===== src/rtl/switch_pkt_buffer.sv =====
// switch_pkt_buffer: store-and-forward packet FIFO; commits whole packets only, replays on ready/valid egress, with conf-bus counters.
module switch_pkt_buffer #(
  parameter int DATA_W = 8,
  parameter int DEPTH  = 64,
  parameter int CNT_W  = 16
) (
  input  logic              clk,
  input  logic              rst,
  input  logic [DATA_W-1:0] packet_in,
  input  logic              packet_in_start,
  output logic              packet_ack,
  output logic [DATA_W-1:0] packet_out,
  output logic              packet_out_start,
  output logic              packet_out_valid,
  input  logic              packet_out_ready,
  input  logic [3:0]        conf_address,
  input  logic              conf_data_valid,
  input  logic              conf_read_write,
  input  logic [15:0]       conf_data_write,
  output logic [15:0]       conf_data_read
);
  localparam int AW = $clog2(DEPTH);
  localparam int PW = AW + 1;
  localparam int NW = (DATA_W > PW ? DATA_W : PW) + 1;
  localparam logic [DATA_W-1:0] ONE_D = 1;
  localparam logic [PW-1:0] ONE_P = 1;
  localparam logic [CNT_W-1:0] ONE_C = 1;

  typedef enum logic [1:0] {RX_IDLE, RX_RECV, RX_DROP} rx_t;
  typedef enum logic {TX_IDLE, TX_SEND} tx_t;

  rx_t rx_q, rx_d;
  tx_t tx_q, tx_d;
  logic [DATA_W-1:0] rlen_q, rlen_d, tlen_q, tlen_d;
  logic [PW-1:0] wspec_q, wspec_d, wcom_q, wcom_d, rd_q, rd_d, pkt_cnt_q, pkt_cnt_d;
  logic [CNT_W-1:0] rx_cnt_q, rx_cnt_d, drop_cnt_q, drop_cnt_d;
  logic [15:0] rdata_q, rdata_d;
  logic ack_q, ack_d, en_q, en_d;
  logic [DATA_W-1:0] mem_q [DEPTH];
  logic [DATA_W-1:0] rd_word;
  logic [PW-1:0] base, free;
  logic [NW-1:0] need;
  logic [AW-1:0] waddr;
  logic [1:0] drop_inc;
  logic [CNT_W:0] drop_sum;
  logic we, commit, abort, hdr_drop, fire, hdr_fire, wr_en, rd_en, clr, rx_clr, drop_clr;
  logic unused_ok;

  assign unused_ok = ^conf_data_write[15:2];
  assign rd_word = mem_q[rd_q[AW-1:0]];
  assign packet_out_valid = (tx_q == TX_SEND) || (pkt_cnt_q != '0);
  assign packet_out_start = (tx_q == TX_IDLE) && packet_out_valid;
  assign packet_out = packet_out_valid ? rd_word : '0;
  assign packet_ack = ack_q;
  assign conf_data_read = rdata_q;

  // A restarting header is checked against the committed pointer, so an abort frees its words first
  always_comb begin
    rx_d = rx_q;
    rlen_d = rlen_q;
    wspec_d = wspec_q;
    wcom_d = wcom_q;
    ack_d = 1'b0;
    we = 1'b0;
    commit = 1'b0;
    waddr = wspec_q[AW-1:0];
    base = (rx_q == RX_RECV) ? wcom_q : wspec_q;
    free = PW'(DEPTH) - (base - rd_q);
    need = NW'(packet_in) + NW'(1);
    abort = packet_in_start && (rx_q == RX_RECV);
    hdr_drop = packet_in_start && ((packet_in == '0) || !en_q || (need > NW'(free)));
    if (packet_in_start) begin
      wspec_d = base;
      rlen_d = packet_in;
      rx_d = (packet_in == '0) ? RX_IDLE : hdr_drop ? RX_DROP : RX_RECV;
      if (!hdr_drop) begin
        we = 1'b1;
        waddr = base[AW-1:0];
        wspec_d = base + ONE_P;
      end
    end else if (rx_q == RX_RECV) begin
      we = 1'b1;
      wspec_d = wspec_q + ONE_P;
      rlen_d = rlen_q - ONE_D;
      if (rlen_q == ONE_D) begin
        wcom_d = wspec_q + ONE_P;
        ack_d = 1'b1;
        commit = 1'b1;
        rx_d = RX_IDLE;
      end
    end else if (rx_q == RX_DROP) begin
      rlen_d = rlen_q - ONE_D;
      rx_d = (rlen_q == ONE_D) ? RX_IDLE : RX_DROP;
    end
  end

  always_comb begin
    tx_d = tx_q;
    tlen_d = tlen_q;
    hdr_fire = 1'b0;
    fire = packet_out_valid && packet_out_ready;
    if (tx_q == TX_IDLE && fire) begin
      tx_d = TX_SEND;
      tlen_d = rd_word;
      hdr_fire = 1'b1;
    end else if (tx_q == TX_SEND && fire) begin
      tlen_d = tlen_q - ONE_D;
      tx_d = (tlen_q == ONE_D) ? TX_IDLE : TX_SEND;
    end
    rd_d = rd_q + PW'(fire);
    pkt_cnt_d = pkt_cnt_q + PW'(commit) - PW'(hdr_fire);
  end

  always_comb begin
    wr_en = conf_data_valid && !conf_read_write;
    rd_en = conf_data_valid && conf_read_write;
    clr = wr_en && conf_address == 4'h0 && conf_data_write[1];
    en_d = (wr_en && conf_address == 4'h0) ? conf_data_write[0] : en_q;
    rx_clr = clr || (wr_en && conf_address == 4'h1);
    drop_clr = clr || (wr_en && conf_address == 4'h2);
    drop_inc = {1'b0, abort} + {1'b0, hdr_drop};
    drop_sum = {1'b0, drop_cnt_q} + (CNT_W+1)'(drop_inc);
    rx_cnt_d = rx_clr ? '0 : (commit && !(&rx_cnt_q)) ? rx_cnt_q + ONE_C : rx_cnt_q;
    drop_cnt_d = drop_clr ? '0 : drop_sum[CNT_W] ? '1 : drop_sum[CNT_W-1:0];
    rdata_d = !rd_en ? rdata_q :
              conf_address == 4'h0 ? 16'(en_q) :
              conf_address == 4'h1 ? 16'(rx_cnt_q) :
              conf_address == 4'h2 ? 16'(drop_cnt_q) :
              conf_address == 4'h3 ? 16'(wspec_q - rd_q) : 16'h0;
  end

  always_ff @(posedge clk) begin
    if (rst) begin
      rx_q <= RX_IDLE;
      tx_q <= TX_IDLE;
      rlen_q <= '0;
      tlen_q <= '0;
      wspec_q <= '0;
      wcom_q <= '0;
      rd_q <= '0;
      pkt_cnt_q <= '0;
      rx_cnt_q <= '0;
      drop_cnt_q <= '0;
      rdata_q <= '0;
      ack_q <= 1'b0;
      en_q <= 1'b1;
    end else begin
      rx_q <= rx_d;
      tx_q <= tx_d;
      rlen_q <= rlen_d;
      tlen_q <= tlen_d;
      wspec_q <= wspec_d;
      wcom_q <= wcom_d;
      rd_q <= rd_d;
      pkt_cnt_q <= pkt_cnt_d;
      rx_cnt_q <= rx_cnt_d;
      drop_cnt_q <= drop_cnt_d;
      rdata_q <= rdata_d;
      ack_q <= ack_d;
      en_q <= en_d;
    end
  end

  always_ff @(posedge clk) begin
    if (we && !rst) mem_q[waddr] <= packet_in;
  end
endmodule


===== config.mk =====
export PLATFORM = sky130hd
export DESIGN_NAME = switch_pkt_buffer
export DESIGN_NICKNAME = d
export VERILOG_FILES = /design/src/rtl/switch_pkt_buffer.sv
export SDC_FILE = /design/constraint.sdc
export NUM_CORES = 1
export LEC_CHECK = 0
export ABC_AREA = 1
export CAP_MARGIN = 0
export CORE_AREA = 2 2 239 241
export DETAILED_ROUTE_END_ITERATION = 10
export DIE_AREA = 0 0 241 243
export GPL_ROUTABILITY_DRIVEN = 0
export PLACE_DENSITY = 0.66
export SETUP_SLACK_MARGIN = 0.5
export SLEW_MARGIN = 20
export SYNTH_ARGS = -nofsm -noshare
export SYNTH_HDL_FRONTEND = slang
export SYNTH_SLANG_ARGS = --single-unit

===== constraint.sdc =====
create_clock -name clk -period 9.3 [get_ports clk]
set_clock_uncertainty 0.15 [all_clocks]
set_input_delay 1.86 -clock clk [delete_from_list [all_inputs] [get_ports clk]]
set_output_delay 1.86 -clock clk [all_outputs]
set_load 0.005 [all_outputs]

### Word-level counts from Yosys, hierarchy flattened

Memories as Yosys holds them, arrays and structs flattened. A register that Yosys moved wholly into a read port is not among the register bits.
Index checks and enable logic that the tools add are counted.

| storage, ports and cells | value |
|---|---|
| register bits | 97 |
| memory bits (writable) | 512 |
| bits of input ports | 34 |
| output and inout port bits | 27 |
| word-level logic and storage cells | 110 |
| memories kept | 1 |

| operators by class | value |
|---|---|
| add/sub/neg operators | 14 |
| magnitude comparators | 1 |
| eq/ne operators | 8 |
| muxes and demuxes | 37 |
| bitwise operators | 2 |
| reduce and logical (&&, ||, !) cells | 34 |

Memories:

| memory | words | width | rd ports | clocked after memory_dff | write ports | line | RTL |
|---|---|---|---|---|---|---|---|
| mem_q | 64 | 8 | 1 | 1 | 1 | 39 | `logic [DATA_W-1:0] mem_q [DEPTH];` |

Operators with widths:

| cell | count |
|---|---|
| 16-bit 2-to-1 mux | 5 |
| 8-bit 2-to-1 mux | 6 |
| 7-bit 2-to-1 mux | 4 |
| 6-bit 2-to-1 mux | 3 |
| 16-bit by 2-bit adder with 17-bit output | 1 |
| 16-bit by 1-bit adder with 16-bit output (second input constant) | 1 |
| 8-bit by 1-bit equality test with 1-bit output (second input constant) | 2 |
| 16-bit AND reduction | 1 |
| 8-bit by 1-bit subtractor with 8-bit output (second input constant) | 2 |
| 7-bit by 1-bit adder with 7-bit output | 2 |
| 7-bit by 1-bit adder with 7-bit output (second input constant) | 2 |
| 1-bit logical AND | 14 |
| 2-bit 2-to-1 mux | 7 |
| 1-bit 2-to-1 mux | 12 |
| 8-bit by 1-bit adder with 9-bit output (second input constant) | 1 |
| 9-bit by 7-bit greater-than comparator with 1-bit output | 1 |
| 4-bit by 2-bit equality test with 1-bit output (second input constant) | 2 |
| 8-bit zero test | 1 |
| 7-bit by 7-bit subtractor with 8-bit output | 1 |
| 7-bit nonzero test | 1 |
| 7-bit by 1-bit subtractor with 7-bit output | 1 |
| 7-bit subtractor | 1 |
| 7-bit subtractor (first input constant) | 1 |
| 1-bit logical OR | 5 |
| 13 further kinds | 19 |

### Logic depth before layout (Yosys ltp)

Gate-level depths: netlist (run 1).

| logic depth | value |
|---|---|
| depth in word-level cells | 12 |
| gate-level depth with buffers | 38 |

### Least setup slack after synthesis (run 1)

No wires, ideal clock.

| timing | value |
|---|---|
| kind | input -> register |
| from | input port packet_in[0] |
| to | register drop_cnt_q[15] |
| setup time | 57 ps |
| arrival | 5643 ps |
| data required time | 9093 ps |
| slack | 3449 ps |
| stages on the path | 28 |
| buffers on the path | 1 |
| cell sequence | ha_1 -> and3_1 -> xor2_1 -> inv_1 -> ha_1 -> nand2_1 -> nor2_1 -> nand2_1 -> nand3_1 -> nand2_1 -> nand2_1 -> nand2_1 -> nand2_1 -> nand2_1 -> buf_2 -> fa_1 -> inv_1 -> ha_1 -> nand2_1 -> nor2_1 -> nand3_1 -> nor2_1 -> nand4_1 -> nor2_1 -> inv_1 -> nand3_1 -> nand2_1 -> inv_1 |

| between the ends | value |
|---|---|
| word-level cells in the longest chain between the ends | 7 |

RTL lines:

| item | line | RTL |
|---|---|---|
| from (decl) | 9 | `input logic [DATA_W-1:0] packet_in,` |
| 8-bit by 1-bit adder with 9-bit output or 8-bit zero test (tied branches) | 69, 71 |  |
| 9-bit by 7-bit greater-than comparator with 1-bit output or 1-bit logical OR (tied branches) | 71 | `hdr_drop = packet_in_start && ((packet_in == '0) \|\| !en_q \|\| (need > NW'(free)));` |
| 1-bit logical OR (*) | 71 |  |
| 1-bit logical AND (*) | 71 |  |
| 1-bit by 1-bit adder with 2-bit output (*) | 121 | `drop_inc = {1'b0, abort} + {1'b0, hdr_drop};` |
| 16-bit by 2-bit adder with 17-bit output (*) | 122 | `drop_sum = {1'b0, drop_cnt_q} + (CNT_W+1)'(drop_inc);` |
| 16-bit 2-to-1 mux (*) | 124 | `drop_cnt_d = drop_clr ? '0 : drop_sum[CNT_W] ? '1 : drop_sum[CNT_W-1:0];` |
| to (signal assigned) | 157 | `drop_cnt_q <= drop_cnt_d;` |
| to (decl) | 36 | `logic [CNT_W-1:0] rx_cnt_q, rx_cnt_d, drop_cnt_q, drop_cnt_d;` |

Mark *: on every way between the ends. The rest lies on a longest branch, timed or not.
A chain may end at the register's enable or synchronous reset.

### Worst setup path in the final report (run 1)

| timing | value |
|---|---|
| from | input port packet_in[1] |
| to | register drop_cnt_q[15] |

The elaborated chain is that of the path after synthesis.

==> summary.txt, run 1 <==
GRT
  – All-Layer GR Usage: 0.245
  – First-pass GRT wire length: 110000 um
  – Initial antenna violation count: 1
  – Grt total ovfl: 0
  – Largest net degree at the start of global routing: 101
  – Number of global-route vias before repair: 19600

Logic synthesis
  – Register area share after synthesis: 0.627
  – Share of async-settable or async-resettable flops after synthesis: 0
  – Yosys reg bits: 609
  – Synth unique cells: 45
  – Mean Syn Cell Area: 9.76 um^2
  – Synthesis Warnings: 0
  – Cell taking the most area after synthesis: edfxtp_1
  – Cell area after synthesis: 27600 um^2
  – Syn_nets: 2909
  – Top_reg_cell synth: edfxtp_1
  – Synth top area share: 0.557
  – Largest cells by area after synthesis: edfxtp_1 (56%), nand2_1 (8.1%), dfxtp_1 (7.0%)
  – Post-Syn Instances: 2830
  – Post-synth EDFFs: 512

Critical path
  – Crit path max fanout: 67
  – Setup crit start kind: input port
  – Worst path required time: 9730 ps
  – WP buf/inv: 5
  – Worst Reg-to-Reg Cells: 33
  – Slowest CP cell: buf_4
  – Cell depth of the worst setup path: 28
  – CP Class: input port to flop
  – CP endpoint kind: flop
  – Top cell by count, worst path: nand2_1
  – Largest delay share family, worst path: simple AND/OR/NAND/NOR gates
  – CP peak stage delay: 720 ps
  – Data arrival, critical path: 7160 ps

Finish
  – Layout Cells excl Fill: 3643
  – Fillers: 4813
  – Layout area overhead: 10.7%
  – Final core utilization: 0.546
  – Commonest non-fill, non-tap cell in the layout: nand2_1
  – Antenna Cells: 0
  – Share of layout cells above drive strength 1: 0.0540
  – Design Area, Final: 30600 um^2
  – Final #Nets: 2917
  – Most frequent cells in the layout: nand2_1 (596), edfxtp_1 (512), nor2_1 (468), o21ai_0 (262), inv_1 (232)

Placed design
  – DP Worst Slack: 1950 ps
  – Placed insts: 3531
  – Area after DPL: 28600 um^2
  – Dpl hpwl: 43400 um
  – Port Buffers: 46

Power and ir drop
  – Leakage power: 11.4 nW
  – P per Cell Area: 231 nW/um^2
  – Peak supply drop: 0.000180 V

Clock tree
  – Post-CTS sizing: 0
  – Skew-Pair Late Insertion Delay: 640 ps
  – Cts bufs inserted: 61
  – Sink Count: 609
  – Max Buffers Root-to-Sink: 3
  – CTS Root Cell: clkbuf_16
  – Worst-path clk slew: 60 ps
  – H-tree depth: 2
  – Post-CTS Repair Setup Buffers: 0
  – Hold buffers post-CTS: 0
  – CTS tree: built

Timing
  – Setup Total Neg Slack: 0 ps
  – RSZ-0062 raised after global routing: no
  – Max Transition Viols Final: 0
  – Max Fclk: 148 MHz
  – Tcrit/Tclk final: 0.724
  – Slew of the pin with the lowest slew margin: 1020 ps
  – Fin. Hold Viols: 0
  – Final setup viols: 0
  – Crit path time final: 6740 ps
  – Worst setup margin: 2560 ps
  – Rel. slew slack: 0.315

Drt
  – DRC Markers: 0
  – Drt via density: 5.51
  – Routed WL: 71200 um
  – Starting DRC count in detailed routing: 1845
  – Avg WL per Cell: 19.6 um
  – Pre-antenna DRT Iters: 5
  – Vias: 20100
  – Routed Antenna Nets: 0

Hold path
  – Hold Path Cell Cnt: 2
  – Worst Hold Class: flop to flop

Die
  – Die width: 241 um
  – Starting Density: 0.494
  – Full die area: 58600 um^2
  – Vert. Die Dim: 243 um
  – Ports: 61
  – Row cnt: 87
  – Core area: 56000 um^2

Status
  – Outcome: finished, final reports clean

Run
  – Max-cap violations: 0
[state kept, by name, summed over array words and instances, names as in the netlist]
name	count
mem_q	512
conf_data_read	16
drop_cnt_q	16
rx_cnt_q	16
rlen_q	8
tlen_q	8
pkt_cnt_q	7
rd_q	7
wcom_q	7
wspec_q	7
rx_q	2
en_q	1
packet_ack	1
tx_q	1
[area by class of cell]
type	instances	area [um^2]	area share
clock buffers	82	1640	0.0535
clock inverters	30	290	0.00949
inverters	240	907	0.0297
multi-input cells	1855	8860	0.290
flip-flops and latches	609	17300	0.567
well taps	756	946	0.0309
repair buffers	71	608	0.0199
[logic make-up after synthesis]
logic type | count (synthesis) | synth area share
xor+xnor | 43 | 0.0136
fa+ha+maj | 45 | 0.0215
flops | 609 | 0.627
simple gates | 1301 | 0.192
compound gates | 466 | 0.0934
buf+inv | 366 | 0.0523
[stage by stage]
stage | hold slack [ps] | total power, W
floorplan | 280 | 0.00423
global placement | 294 | 0.00468
detailed placement | 299 | 0.00472
CTS | 308 | 0.00709
global route | 335 | 0.00742
finish | 307 | 0.00707
[report_power, final]
part	switching, W	internal (W)	leakage [nW]
Clock	0.00103	0.00135	0.939
Sequential	0.0000797	0.00302	5.39
Combinational	0.00111	0.000486	5.02
[layer usage]
metal  routed length (um)  GRT usage  vias to the layer above
met5                    0          0                        -
met4                 2020     0.0799                        0
met3                 5280     0.0375                      126
met2                33800      0.397                      781
met1                30100      0.337                     9568
li1                     -          -                     9587
[worst min-delay path: stages, from the launching register on]
cell,delay [ps]
dfxtp_1,300
inv_1,60
a21oi_1,50
[Yosys cell counts, types with 5 or more instances]
library cell,number
a21oi_1,121
a31oi_1,5
buf_1,15
buf_2,51
clkbuf_1,59
clkinv_1,5
dfxtp_1,97
edfxtp_1,512
ha_1,41
inv_1,233
nand2_1,596
nand3_1,163
nand3_2,8
nand4_1,28
nor2_1,469
nor3_1,13
o211ai_1,36
o21a_1,5
o21ai_0,262
o21ai_2,8
o21bai_1,6
o221ai_1,7
or2_2,7
xnor2_1,16
xor2_1,27
[worst paths after layout]
kind | startpoint | to | slack (ps)
setup reg to reg | rx_q[1]$_SDFFE_PP0P_ | drop_cnt_q[15]$_SDFF_PP0_ | 2580
hold reg to reg | wcom_q[3]$_SDFFE_PP0P_ | wcom_q[3]$_SDFFE_PP0P_ | 310
hold / removal | wcom_q[3]$_SDFFE_PP0P_ | wcom_q[3]$_SDFFE_PP0P_ | 310
setup / recovery | packet_in[1] | drop_cnt_q[15]$_SDFF_PP0_ | 2560
(Power assumes the default switching activity.)
==> run 2, diff against run 1 <==
- clock period: 9.3 -> 6.35 ns (I/O delays scaled with it)
==> run 2 against run 1 <==
Setup slack got worse by 2000 ps. Register-to-register slack got worse by 1700 ps. Via count increased by 1.2%. Cell count increased by 1.4%. Die area unchanged. Critical path type is now flop to output port. Critical endpoint is now packet_out[6]. Largest cell class unchanged.
==> summary.txt, run 2 (synthesized netlist as in run 1, its figures left out) <==
Status
  – Outcome: finished, final reports clean

GRT
  – All-Layer GR Usage: 0.244
  – Number of global-route vias before repair: 19600
  – Largest net degree at the start of global routing: 236
  – Grt total ovfl: 0
  – Initial antenna violation count: 3
  – First-pass GRT wire length: 110000 um

Critical path
  – Setup crit start kind: flop
  – Worst Reg-to-Reg Cells: 36
  – CP Class: flop to output port
  – CP endpoint kind: output port
  – Flop-to-flop setup slack: 850 ps
  – Worst path required time: 4930 ps
  – Data arrival, critical path: 4380 ps
  – Crit path max fanout: 37

Power and ir drop
  – Leakage power: 11.6 nW
  – Peak supply drop: 0.000265 V
  – P per Cell Area: 332 nW/um^2

Timing
  – Tcrit/Tclk final: 0.913
  – Max Fclk: 172 MHz
  – Rel. slew slack: 0.208
  – Crit path time final: 5800 ps
  – Setup Total Neg Slack: 0 ps
  – Max Transition Viols Final: 0
  – Fin. Hold Viols: 0
  – RSZ-0062 raised after global routing: yes
  – Final setup viols: 0
  – Slew of the pin with the lowest slew margin: 1190 ps

Drt
  – Pre-antenna DRT Iters: 6
  – Drt via density: 5.50
  – Vias: 20300
  – Routed WL: 71100 um
  – Starting DRC count in detailed routing: 1809
  – DRC Markers: 0
  – Avg WL per Cell: 19.2 um
  – Routed Antenna Nets: 0

Finish
  – Antenna Cells: 0
  – Area occupied by multi-input gates: 8890 um^2
  – Fillers: 4841
  – Final #Nets: 2966
  – Share of layout cells above drive strength 1: 0.0772
  – Commonest non-fill, non-tap cell in the layout: nand2_1
  – Largest register FFs: 512
  – Most frequent cells in the layout: nand2_1 (592), edfxtp_1 (512), nor2_1 (466), o21ai_0 (262), inv_1 (232)
  – Layout area overhead: 12.1%
  – Top reg by flops: mem_q
  – FF+latch area: 17300 um^2
  – Layout Cells excl Fill: 3695

Placed design
  – Placed insts: 3577
  – Port Buffers: 46
  – Dpl hpwl: 42800 um

Die
  – Vert. Die Dim: 243 um
  – Starting Density: 0.494
  – Core area: 56000 um^2
  – Full die area: 58600 um^2
  – Die width: 241 um
  – Row cnt: 87
  – Ports: 61

Clock tree
  – Cts bufs inserted: 61
  – Skew-Pair Late Insertion Delay: 650 ps
  – Sink Count: 609
  – Max Buffers Root-to-Sink: 3
  – Worst-path clk slew: 60 ps
  – CTS tree: built
  – H-tree depth: 2
  – CTS Root Cell: clkbuf_16
  – Hold buffers post-CTS: 0

Hold path
  – Hold Path Cell Cnt: 2
  – Worst Hold Class: flop to flop

Run
  – Max-cap violations: 0
-- run 2: final timing paths --
path | from | to
worst max-delay path | rd_q[2]$_SDFF_PP0_ | packet_out[6]
worst min-delay path | conf_data_read[3]$_SDFFE_PP0P_ | conf_data_read[3]$_SDFFE_PP0P_
worst max register to register | rx_q[0]$_SDFFE_PP0P_ | drop_cnt_q[12]$_SDFF_PP0_
worst min register to register | conf_data_read[3]$_SDFFE_PP0P_ | conf_data_read[3]$_SDFFE_PP0P_
-- run 2: worst max-delay path, cell delays in order (launching register included) --
cell and delay (ps):
dfxtp_1 360, buf_4 520, nand2_1 550, clkinvlp_2 740, nand2_1 110, nand2_1 90
inv_1 60, nand2_1 70, nand2_1 60, nand2_1 220, inv_1 90, a21oi_1 290
clkdlybuf4s50_1 570
-- run 2: layer usage --
layer / global-route usage / vias to the layer above / routed length [um]
met4: 0.0773 / 0 / 2180
li1: - / 9689 / -
met5: 0 / - / 0
met2: 0.402 / 730 / 33900
met1: 0.330 / 9758 / 29900
met3: 0.0392 / 133 / 4990
-- run 2: where the power goes --
group	leakage, nW	switching, W	total, W	internal, W
sequential	5.39	0.0000985	0.00452	0.00443
clock	0.940	0.00155	0.00341	0.00187
combinational	5.29	0.00161	0.00235	0.000742
-- run 2: metrics by stage --
step	hold slack, ps	utilization	instance area [um^2]	power, W	setup slack [ps]
after floorplan	280	-	27600	0.00620	908
after global placement	297	0.519	29000	0.00687	496
after detailed placement	304	0.519	29000	0.00692	397
after CTS	313	0.552	30900	0.0103	602
after global routing	330	0.553	31000	0.0108	451
final	312	0.553	31000	0.0103	550
-- run 2: repair_timing --
action                     CTS  global route
hold endpoints to repair     0             0
buffers inserted             0             2
setup endpoints to repair   16            62
gates resized for setup      2            10
cloned                       0             1
pin swaps                    0             3
-- run 2: final cells by class --
class | count | share of cell area
Clock buffer | 75 | 0.0513
Timing Repair inverter | 1 | 0.000162
Multi-Input combinational cell | 1855 | 0.287
Timing Repair Buffer | 119 | 0.0321
Inverter | 240 | 0.0294
Clock inverter | 40 | 0.00966
Tap cell | 756 | 0.0306
Sequential cell | 609 | 0.560
